$ cat src/rtl/pwm_multi.sv
// pwm_multi: multi-channel PWM peripheral behind a req/gnt register bus.
//
// Each channel runs edge- or center-aligned. Outputs can be inverted.
// PERIOD and DUTY are double-buffered: a channel only picks up new values
// at the end of a full period, so the waveform never shows a partial period.
// All channels share one 8-bit clock prescaler.
//
// Ports:
//   clk_i, rst_ni        clock and asynchronous active-low reset
//   req_i / gnt_o        access request; the grant is combinationally equal to req_i
//   addr_i, we_i         byte address (addr_i[1:0] ignored) and write enable
//   wdata_i, be_i        write data and per-byte enables
//   rvalid_o             response valid, one cycle after the grant
//   rdata_o, err_o       read data (0 for writes) and the error flag
//   cio_pwm_o            PWM pins
//   cio_pwm_en_o         pin output enables (channel active, registered)
//   intr_period_o        OR of the sticky period-complete flags
module pwm_multi #(
    parameter int NumChannels = 4,
    parameter int CntWidth    = 16
) (
    input  logic                   clk_i,
    input  logic                   rst_ni,
    input  logic                   req_i,
    output logic                   gnt_o,
    input  logic [7:0]             addr_i,
    input  logic                   we_i,
    input  logic [31:0]            wdata_i,
    input  logic [3:0]             be_i,
    output logic                   rvalid_o,
    output logic [31:0]            rdata_o,
    output logic                   err_o,
    output logic [NumChannels-1:0] cio_pwm_o,
    output logic [NumChannels-1:0] cio_pwm_en_o,
    output logic                   intr_period_o
);

    typedef enum logic {DIR_UP, DIR_DOWN} dir_e;

    localparam logic [CntWidth-1:0] CntOne = CntWidth'(1);

    // Programmed registers
    logic                   gen_q;
    logic [7:0]             prescale_q;
    logic [NumChannels-1:0] status_q;
    logic [NumChannels-1:0] en_q;
    logic [NumChannels-1:0] inv_q;
    logic [NumChannels-1:0] center_q;
    logic [CntWidth-1:0]    period_q [NumChannels];
    logic [CntWidth-1:0]    duty_q   [NumChannels];

    // Bus response
    logic        rvalid_q;
    logic        err_q;
    logic [31:0] rdata_q;

    // Prescaler
    logic [7:0] presc_cnt_q;
    logic       tick;

    // Channel engine
    logic [NumChannels-1:0] act_q;
    logic [NumChannels-1:0] center_seen_q;
    logic [NumChannels-1:0] pwm_q;
    logic [NumChannels-1:0] pwm_en_q;
    logic [CntWidth-1:0]    cnt_q [NumChannels];
    logic [CntWidth-1:0]    ps_q  [NumChannels];
    logic [CntWidth-1:0]    ds_q  [NumChannels];
    dir_e                   dir_q [NumChannels];

    logic [NumChannels-1:0] active;
    logic [NumChannels-1:0] restart;
    logic [NumChannels-1:0] running;
    logic [NumChannels-1:0] raw;
    logic [NumChannels-1:0] at_end;
    logic [NumChannels-1:0] boundary;
    logic [NumChannels-1:0] w1c;

    // Address decode
    logic [3:0]  region;
    logic [3:0]  ch_idx;
    logic [1:0]  offset;
    logic        is_chan;
    logic        ch_ok;
    logic        dec_err;
    logic        wr_en;
    logic [31:0] rd_mux;
    logic [31:0] wr_merged;

    // The low address bits select bytes within a word, which this block ignores.
    logic unused_addr;
    assign unused_addr = ^addr_i[1:0];

    function automatic logic [31:0] merge_be(input logic [31:0] old_val,
                                             input logic [31:0] wd,
                                             input logic [3:0]  be);
        logic [31:0] r;
        r = old_val;
        for (int b = 0; b < 4; b++) begin
            if (be[b]) r[8*b +: 8] = wd[8*b +: 8];
        end
        return r;
    endfunction

    // Region 0 holds the global registers. Region n (n >= 1) is channel n-1.
    // rd_mux doubles as the "old value" for byte-enable merging on writes.
    always_comb begin
        region  = addr_i[7:4];
        offset  = addr_i[3:2];
        is_chan = (region != 4'd0);
        ch_idx  = region - 4'd1;
        ch_ok   = (int'(ch_idx) < NumChannels);
        if (is_chan) dec_err = !ch_ok || (offset == 2'd3);
        else         dec_err = offset[1];

        rd_mux = '0;
        if (!is_chan) begin
            case (offset)
                2'd0:    rd_mux = {16'h0, prescale_q, 7'h0, gen_q};
                2'd1:    rd_mux = 32'(status_q);
                default: rd_mux = '0;
            endcase
        end else begin
            for (int c = 0; c < NumChannels; c++) begin
                if (ch_idx == 4'(c)) begin
                    case (offset)
                        2'd0:    rd_mux = {29'h0, center_q[c], inv_q[c], en_q[c]};
                        2'd1:    rd_mux = 32'(period_q[c]);
                        2'd2:    rd_mux = 32'(duty_q[c]);
                        default: rd_mux = '0;
                    endcase
                end
            end
        end

        wr_merged = merge_be(rd_mux, wdata_i, be_i);
        wr_en     = req_i && we_i && !dec_err;

        w1c = '0;
        if (wr_en && !is_chan && (offset == 2'd1) && be_i[0]) begin
            w1c = wdata_i[NumChannels-1:0];
        end
    end

    assign gnt_o = req_i;

    always_ff @(posedge clk_i or negedge rst_ni) begin
        if (!rst_ni) begin
            rvalid_q <= 1'b0;
            err_q    <= 1'b0;
            rdata_q  <= '0;
        end else begin
            rvalid_q <= req_i;
            err_q    <= req_i && dec_err;
            rdata_q  <= (req_i && !we_i && !dec_err) ? rd_mux : '0;
        end
    end

    always_ff @(posedge clk_i or negedge rst_ni) begin
        if (!rst_ni) begin
            gen_q      <= 1'b0;
            prescale_q <= '0;
            en_q       <= '0;
            inv_q      <= '0;
            center_q   <= '0;
            for (int c = 0; c < NumChannels; c++) begin
                period_q[c] <= '0;
                duty_q[c]   <= '0;
            end
        end else if (wr_en) begin
            if (!is_chan) begin
                if (offset == 2'd0) begin
                    gen_q      <= wr_merged[0];
                    prescale_q <= wr_merged[15:8];
                end
            end else begin
                for (int c = 0; c < NumChannels; c++) begin
                    if (ch_idx == 4'(c)) begin
                        case (offset)
                            2'd0: begin
                                en_q[c]     <= wr_merged[0];
                                inv_q[c]    <= wr_merged[1];
                                center_q[c] <= wr_merged[2];
                            end
                            2'd1:    period_q[c] <= wr_merged[CntWidth-1:0];
                            2'd2:    duty_q[c]   <= wr_merged[CntWidth-1:0];
                            default: ;
                        endcase
                    end
                end
            end
        end
    end

    // A flag set by a boundary wins over a clear in the same cycle.
    always_ff @(posedge clk_i or negedge rst_ni) begin
        if (!rst_ni) status_q <= '0;
        else         status_q <= (status_q & ~w1c) | boundary;
    end

    // The >= compare keeps the prescaler from running the full 8-bit range
    // when PRESCALE is lowered below the current count.
    assign tick = gen_q && (presc_cnt_q >= prescale_q);

    always_ff @(posedge clk_i or negedge rst_ni) begin
        if (!rst_ni)             presc_cnt_q <= '0;
        else if (!gen_q || tick) presc_cnt_q <= '0;
        else                     presc_cnt_q <= presc_cnt_q + 8'd1;
    end

    // restart covers entry into the active state and a CENTER change while
    // active. Both reload the shadows and begin a fresh period from 0.
    // In center mode, the boundary is the down-count step from 1 to 0.
    always_comb begin
        for (int c = 0; c < NumChannels; c++) begin
            active[c]  = gen_q & en_q[c];
            restart[c] = active[c] & (~act_q[c] | (center_q[c] ^ center_seen_q[c]));
            running[c] = active[c] & ~restart[c];
            raw[c]     = (cnt_q[c] < ds_q[c]);
            if (ps_q[c] == '0)    at_end[c] = 1'b1;
            else if (!center_q[c]) at_end[c] = (cnt_q[c] == ps_q[c]);
            else                   at_end[c] = (dir_q[c] == DIR_DOWN) && (cnt_q[c] == CntOne);
            boundary[c] = running[c] & tick & at_end[c];
        end
    end

    always_ff @(posedge clk_i or negedge rst_ni) begin
        if (!rst_ni) begin
            act_q         <= '0;
            center_seen_q <= '0;
            pwm_q         <= '0;
            pwm_en_q      <= '0;
            for (int c = 0; c < NumChannels; c++) begin
                cnt_q[c] <= '0;
                ps_q[c]  <= '0;
                ds_q[c]  <= '0;
                dir_q[c] <= DIR_UP;
            end
        end else begin
            for (int c = 0; c < NumChannels; c++) begin
                act_q[c]         <= active[c];
                center_seen_q[c] <= center_q[c];
                pwm_en_q[c]      <= active[c];
                pwm_q[c]         <= act_q[c] & active[c] & (raw[c] ^ inv_q[c]);

                if (!active[c]) begin
                    cnt_q[c] <= '0;
                    dir_q[c] <= DIR_UP;
                end else if (restart[c] || boundary[c]) begin
                    cnt_q[c] <= '0;
                    dir_q[c] <= DIR_UP;
                    ps_q[c]  <= period_q[c];
                    ds_q[c]  <= duty_q[c];
                end else if (tick) begin
                    if (!center_q[c]) begin
                        cnt_q[c] <= cnt_q[c] + CntOne;
                    end else if (dir_q[c] == DIR_UP) begin
                        cnt_q[c] <= cnt_q[c] + CntOne;
                        if (cnt_q[c] == ps_q[c] - CntOne) dir_q[c] <= DIR_DOWN;
                    end else begin
                        cnt_q[c] <= cnt_q[c] - CntOne;
                    end
                end
            end
        end
    end

    assign rvalid_o      = rvalid_q;
    assign err_o         = err_q;
    assign rdata_o       = rdata_q;
    assign cio_pwm_o     = pwm_q;
    assign cio_pwm_en_o  = pwm_en_q;
    assign intr_period_o = |status_q;

endmodule

$ cat config.mk
export PLATFORM = sky130hd
export DESIGN_NAME = pwm_multi
export DESIGN_NICKNAME = d
export VERILOG_FILES = /design/src/rtl/pwm_multi.sv
export SDC_FILE = /design/constraint.sdc
export NUM_CORES = 1
export LEC_CHECK = 0
export CAP_MARGIN = 20
export CORE_MARGIN = 2
export CORE_UTILIZATION = 40
export DETAILED_ROUTE_END_ITERATION = 6
export SLEW_MARGIN = 20
export SYNTH_ARGS = -nofsm -noshare
export SYNTH_HDL_FRONTEND = slang
export SYNTH_SLANG_ARGS = --single-unit
$ cat constraint.sdc
create_clock -name clk_i -period 3.1 [get_ports clk_i]
set_input_delay 0.62 -clock clk_i [delete_from_list [all_inputs] [get_ports clk_i]]
set_output_delay 0.62 -clock clk_i [all_outputs]
set_load 0.02 [all_outputs]
Word-level counts from Yosys, hierarchy flattened:

Cells that the tools add are included.

* add/subtract/negate cells: 14
* $lt $le $gt $ge: 6
* eq/ne operators: 26
* muxes and demuxes: 68
* bitwise operators: 52
* reduce and logical (&&, ||, !) cells: 53

Operator list (number)
* $mux 16: 20
* $mux 32: 6
* $pmux 16 s3: 4
* $eq 16x16->1: 8
* $sub 16x1->16 const B: 8
* $add 16x1->16 const B: 4
* $eq 16x1->1 const B: 4
* $logic_not 16->1: 4
* $lt 16x16->1: 4
* $reduce_and 4->1: 12
* $mux 1: 33
* $pmux 16 s2: 1
* $and 1x1->1: 28
* $mux 8: 3
* $ne 3x2->1 const B: 8
* $reduce_and 2->1: 8
* $logic_and 1x1->1: 13
* $not 1->1: 9
* $add 8x1->8 const B: 1
* $eq 4x2->1 const B: 2
* $ge 8x8->1: 1
* $xor 1x1->1: 8
* $logic_or 1x1->1: 6
* $logic_not 1->1: 5
* other kinds (15): 19

* register bits after elaboration: 403
* input port bits: 48
* output and inout bits: 44
* logic and storage cells: 265

Longest topological paths before layout:

* depth in word-level cells: 14
* mapped depth: 11
* gate-level depth less buffers: 9

Worst setup path after synthesis:

Ideal clock, no wire load.

* path type: register -> register
* from: register presc_cnt_q[0]
* to: register ds_q[10] (netlist name)
* setup time: 0.125 ns
* arrival time: 2.969 ns
* data required time: 2.975 ns
* path slack: 0.006 ns
* cell stages (with the launch flop): 11
* buffers on the path: 1
* period minus slack after synthesis: 3.094 ns
* path through: dfrtp_1 inv_1 ha_1 nand2b_1 a2111oi_0 o21ai_1 and2_1 o21ai_0 a31o_2 clkbuf_1 mux2_2

* word-level cells in the longest chain between the ends: 6

RTL lines
* start: declaration: RTL line 58 `logic [7:0] presc_cnt_q;`
* start signal: assignment: RTL line 208 `else presc_cnt_q <= presc_cnt_q + 8'd1;`
* $ge 8x8->1: RTL line 203 `assign tick = gen_q && (presc_cnt_q >= prescale_q);`
* $logic_and 1x1->1: RTL line 203
* $and 1x1->1 (2 in a row): RTL line 223 `boundary[c] = running[c] & tick & at_end[c];`
* $logic_or 1x1->1: RTL line 249 `end else if (restart[c] || boundary[c]) begin`
* $reduce_and 2->1 (no source line)
* end signal: indexed assignment: RTL line 253 `ds_q[c] <= duty_q[c];`
* end: declaration: RTL line 68 `logic [CntWidth-1:0] ds_q [NumChannels];`

No other way between the ends.
A chain may end at the register's enable or synchronous reset.

Worst setup path in the final report:

* from: register cnt_q[39] (netlist name)
* to: register ds_q[41] (netlist name)

* word-level cells in the longest chain between the ends: 7
* elaborated cells on any way between the ends: 8
* classes of those cells: 2 x eq/ne; 2 x mux; 1 x bitwise; 3 x reduce/logical

RTL lines
* start: declaration: RTL line 66 `logic [CntWidth-1:0] cnt_q [NumChannels];`
* start signal: indexed assignment: RTL line 256 `cnt_q[c] <= cnt_q[c] + CntOne;`
* start signal: indexed assignment: RTL line 258 `cnt_q[c] <= cnt_q[c] + CntOne;`
* start signal: indexed assignment: RTL line 261 `cnt_q[c] <= cnt_q[c] - CntOne;`
* $eq 16x1->1: RTL line 222 `else at_end[c] = (dir_q[c] == DIR_DOWN) && (cnt_q[c] == CntOne);`
* $logic_and 1x1->1: RTL line 222
* $mux 1 *: RTL line 221 `else if (!center_q[c]) at_end[c] = (cnt_q[c] == ps_q[c]);`
* $mux 1 *: RTL line 220 `if (ps_q[c] == '0) at_end[c] = 1'b1;`
* $and 1x1->1 *: RTL line 223
* $logic_or 1x1->1 *: RTL line 249
* $reduce_and 2->1 (no source line) *

Mark *: on every way between the ends. The rest lies on a longest branch, timed or not.

==> metrics.md <==
| Metric | Value |
|---|---|
| Status | finished with violations |
| Failing checks | negative hold slack |
| Initial DRC count | 1533 |
| Die Footprint | roughly 0.057 mm2 |
| Rows | 86 |
| Final WL | 66900 um |
| Multi-input combinational cell area | approximately 0.011 mm2 |
| Register area | a little under 0.01 mm2 |
| Largest net degree at the start of global routing | 90 |
| Final max-slew violation count | 0 |
| Worst setup SP type | flip-flop |
| Total gr overflow | 0 |
| CTS HTree Levels | 2 |
| Final setup fails | 0 |
| Synth area leader | dfrtp_1 |
| Hold Vio Cnt, Final | 6 |
| Critical path data required time | 3.56 ns |
| Pre-antenna DRT Iters | 5 |
| Synth warn | 0 |
| Nets@finish | around 2.6k |
| Post-CTS Resized | 0 |
| Core ar. | 0.0550 mm2 |
| PwrDens | a little over 400 mW/mm2 |
| Most common cell in the netlist | dfrtp_1 |
| Setup TNS | 0 ns |
| Drc violations | 0 |
| Rel. slew slack | around 39% |
| Routability cong. | ~0.94 |
| Worst setup margin | 0.0500 ns |
| Fraction of layout cells with a size suffix above 1 | 18.7% |
| Port bufs | between 50 and 60 |
| Cells after DPL | approximately 3.1k |
| Initial antenna violation count | 1 |
| Total track usage | between 20% and 30% |
| Top cell type's share of synthesized area | between 40% and 50% |
| Maximum fanout along the worst path | 32 |
| Max Buffers Root-to-Sink | 3 |
| Hold Buf Count CTS | 0 |
| Leakage | roughly 0.012 uW |
| Worst vdd ir | 0.313 mV |
| First-pass GRT wire length | roughly 100000 um |
| F_max | 328 MHz |
| Number of global-route vias before repair | about 18k |
| Clock skew | approximately 0.027 ns |
| Critical path class | reg2reg |
| # fillers | 5087 |
| Post-synth EDFFs | 0 |
| I/O pins | 92 |
| CTS tree | built |
| Worst Hold Class | in2async |
| Max cap viols | 0 |
| Synth Register Bits | 387 |
| Synth top cells by count | dfrtp_1 (387), nand2_1 (225), o21ai_0 (189) |
| Hold WS | -0.0177 ns |
| # Post-CTS Setup Buffers | 0 |
| Initial Util | about two fifths |
| RSZ-0062 raised after global routing | false |
| Worst-Margin Slew | between 0.9 and 1 ns |
| Vias | about 18k |
| Ys flop type | dfrtp_1 |
| N_diodes | 0 |
| Tmin final | approximately 3.1 ns |
| Average cell area after synthesis | a little under 10 um2 |
| CTS Sinks | 387 |
| Vias per cell | 5.63 |
| Post-place setup slack | -0.233 ns |
| Root Buffer | clkbuf_16 |
| Async S/R FF share, synth | 100% |
| Layout Cells excl Fill | about 3.2k |
| Distinct cells, synth | between 80 and 90 |
| DP Wirelength | ~50000 um |
| Clock Latency Late Sink | a little under 0.6 ns |
| Crit share post-route | between 90% and 100% |
| Final core utilization | 47.6% |
| Synth top area cells | dfrtp_1 (44%), mux2_2 (7.8%), ha_1 (5.0%) |
| Synth-to-Final Area Change | 17.8% |
| Crit end category | flip-flop |
| Die H | around 240 um |
| Die W | about 240 um |
| CTS clk-pin slew, worst paths | 0.06 ns |
| Inserted Clock Buffers | 43 |
| Routed wire per std cell | approximately 21 um |
| Post-synthesis cell count | 2291 |
| Post-synthesis sequential area ratio | 43.6% |
| Total power | approximately 11000 uW |
| CP arrival | 3.51 ns |
| Post-route ant nets | 0 |
| Mapped Area | 0.0222 mm2 |
==> worst max-delay path, stage by stage, from the launching register on <==
cell and delay [ns]:
dfrtp_1 0.37, or4_4 0.57, or3_4 0.42, or4b_4 0.51, o21a_4 0.24, a21oi_4 0.20
o21ai_4 0.09, buf_12 0.19, mux2_4 0.32
==> metrics by stage <==
stage	hold slack (ns)	instance area, um2
after floorplan	0.324	22300
after global placement	0.486	24700
after detailed placement	0.494	24700
after CTS	0.0202	26200
after global routing	0.0226	26200
final	-0.0177	26200
==> cells by family (layout without fill, tap and decap cells) <==
family	Yosys count	in the layout	synth area share, %
multiplexers	196	196	10.3
buffers and inverters	280	449	5.53
AO/OA/AOI/OAI	522	522	14.9
AND/OR/NAND/NOR	686	686	15.5
flip-flops	387	387	43.6
XOR/XNOR	130	130	5.12
other	1	16	0.0169
adder cells (fa/ha/maj)	89	89	5.01
==> flip-flops by register name, indices dropped and copies added, names as in the netlist, 8 cells and up <==
name and count:
prescale_q 8, duty_q 64, ps_q 64, period_q 64, cnt_q 64, presc_cnt_q 8
rdata_o 16, ds_q 64
==> worst paths after layout <==
kind / slack (ns) / endpoint / startpoint / depth (start not counted)
setup / recovery: 0.05 / ds_q[41] / cnt_q[39] / 8
hold / removal: -0.02 / cnt_q[56] / rst_ni / 1
setup reg to reg: 0.05 / ds_q[41] / cnt_q[39] / 8
hold reg to reg: 0.50 / duty_q[47] / duty_q[47] / 2
max in group asynchronous: 2.16 / rdata_o[6] / rst_ni / 2
min in group clk_i: 0.50 / duty_q[47] / duty_q[47] / 2
==> layout by cell type (no fill, tap or decap), types with 19 or more instances in the layout <==
cell / n
mux2_2: 154
nor2_1: 129
buf_4: 146
a211oi_1: 23
dfrtp_1: 387
and3_1: 22
clkdlybuf4s50_1: 54
a21oi_1: 94
nand4_1: 34
clkbuf_16: 44
nand2b_1: 19
buf_12: 27
a22oi_1: 42
or4_1: 27
inv_1: 141
mux2_4: 28
nand2_1: 225
or3_1: 43
o21ai_0: 189
a31oi_1: 26
nor3_1: 39
nor4_1: 36
nand3_1: 40
xnor2_1: 54
ha_1: 89
xor2_1: 76
==> final cells by class <==
cell class                      instances  area share (%)
Clock buffer                           55            4.63
Multi-Input combinational cell       1639            43.5
Sequential cell                       387            37.0
Inverter                              141            2.02
Clock inverter                         25           0.927
Timing Repair Buffer                  228            8.37
Tap cell                              748            3.57
==> metal layers <==
layer	vias up	GRT usage [%]	share of wire, %
met5	-	0	0
met4	0	6.61	2.5
met3	95	3.75	5.9
met2	523	37.5	46
met1	9016	33.0	46
li1	8502	-	-
==> power breakdown <==
group	total [uW]	internal (uW)	switching, uW
Combinational	514	175	339
Clock	5260	3040	2220
Sequential	5120	5090	38.6
Total	10900	8300	2600
Power figures use the tool's default switching activity.
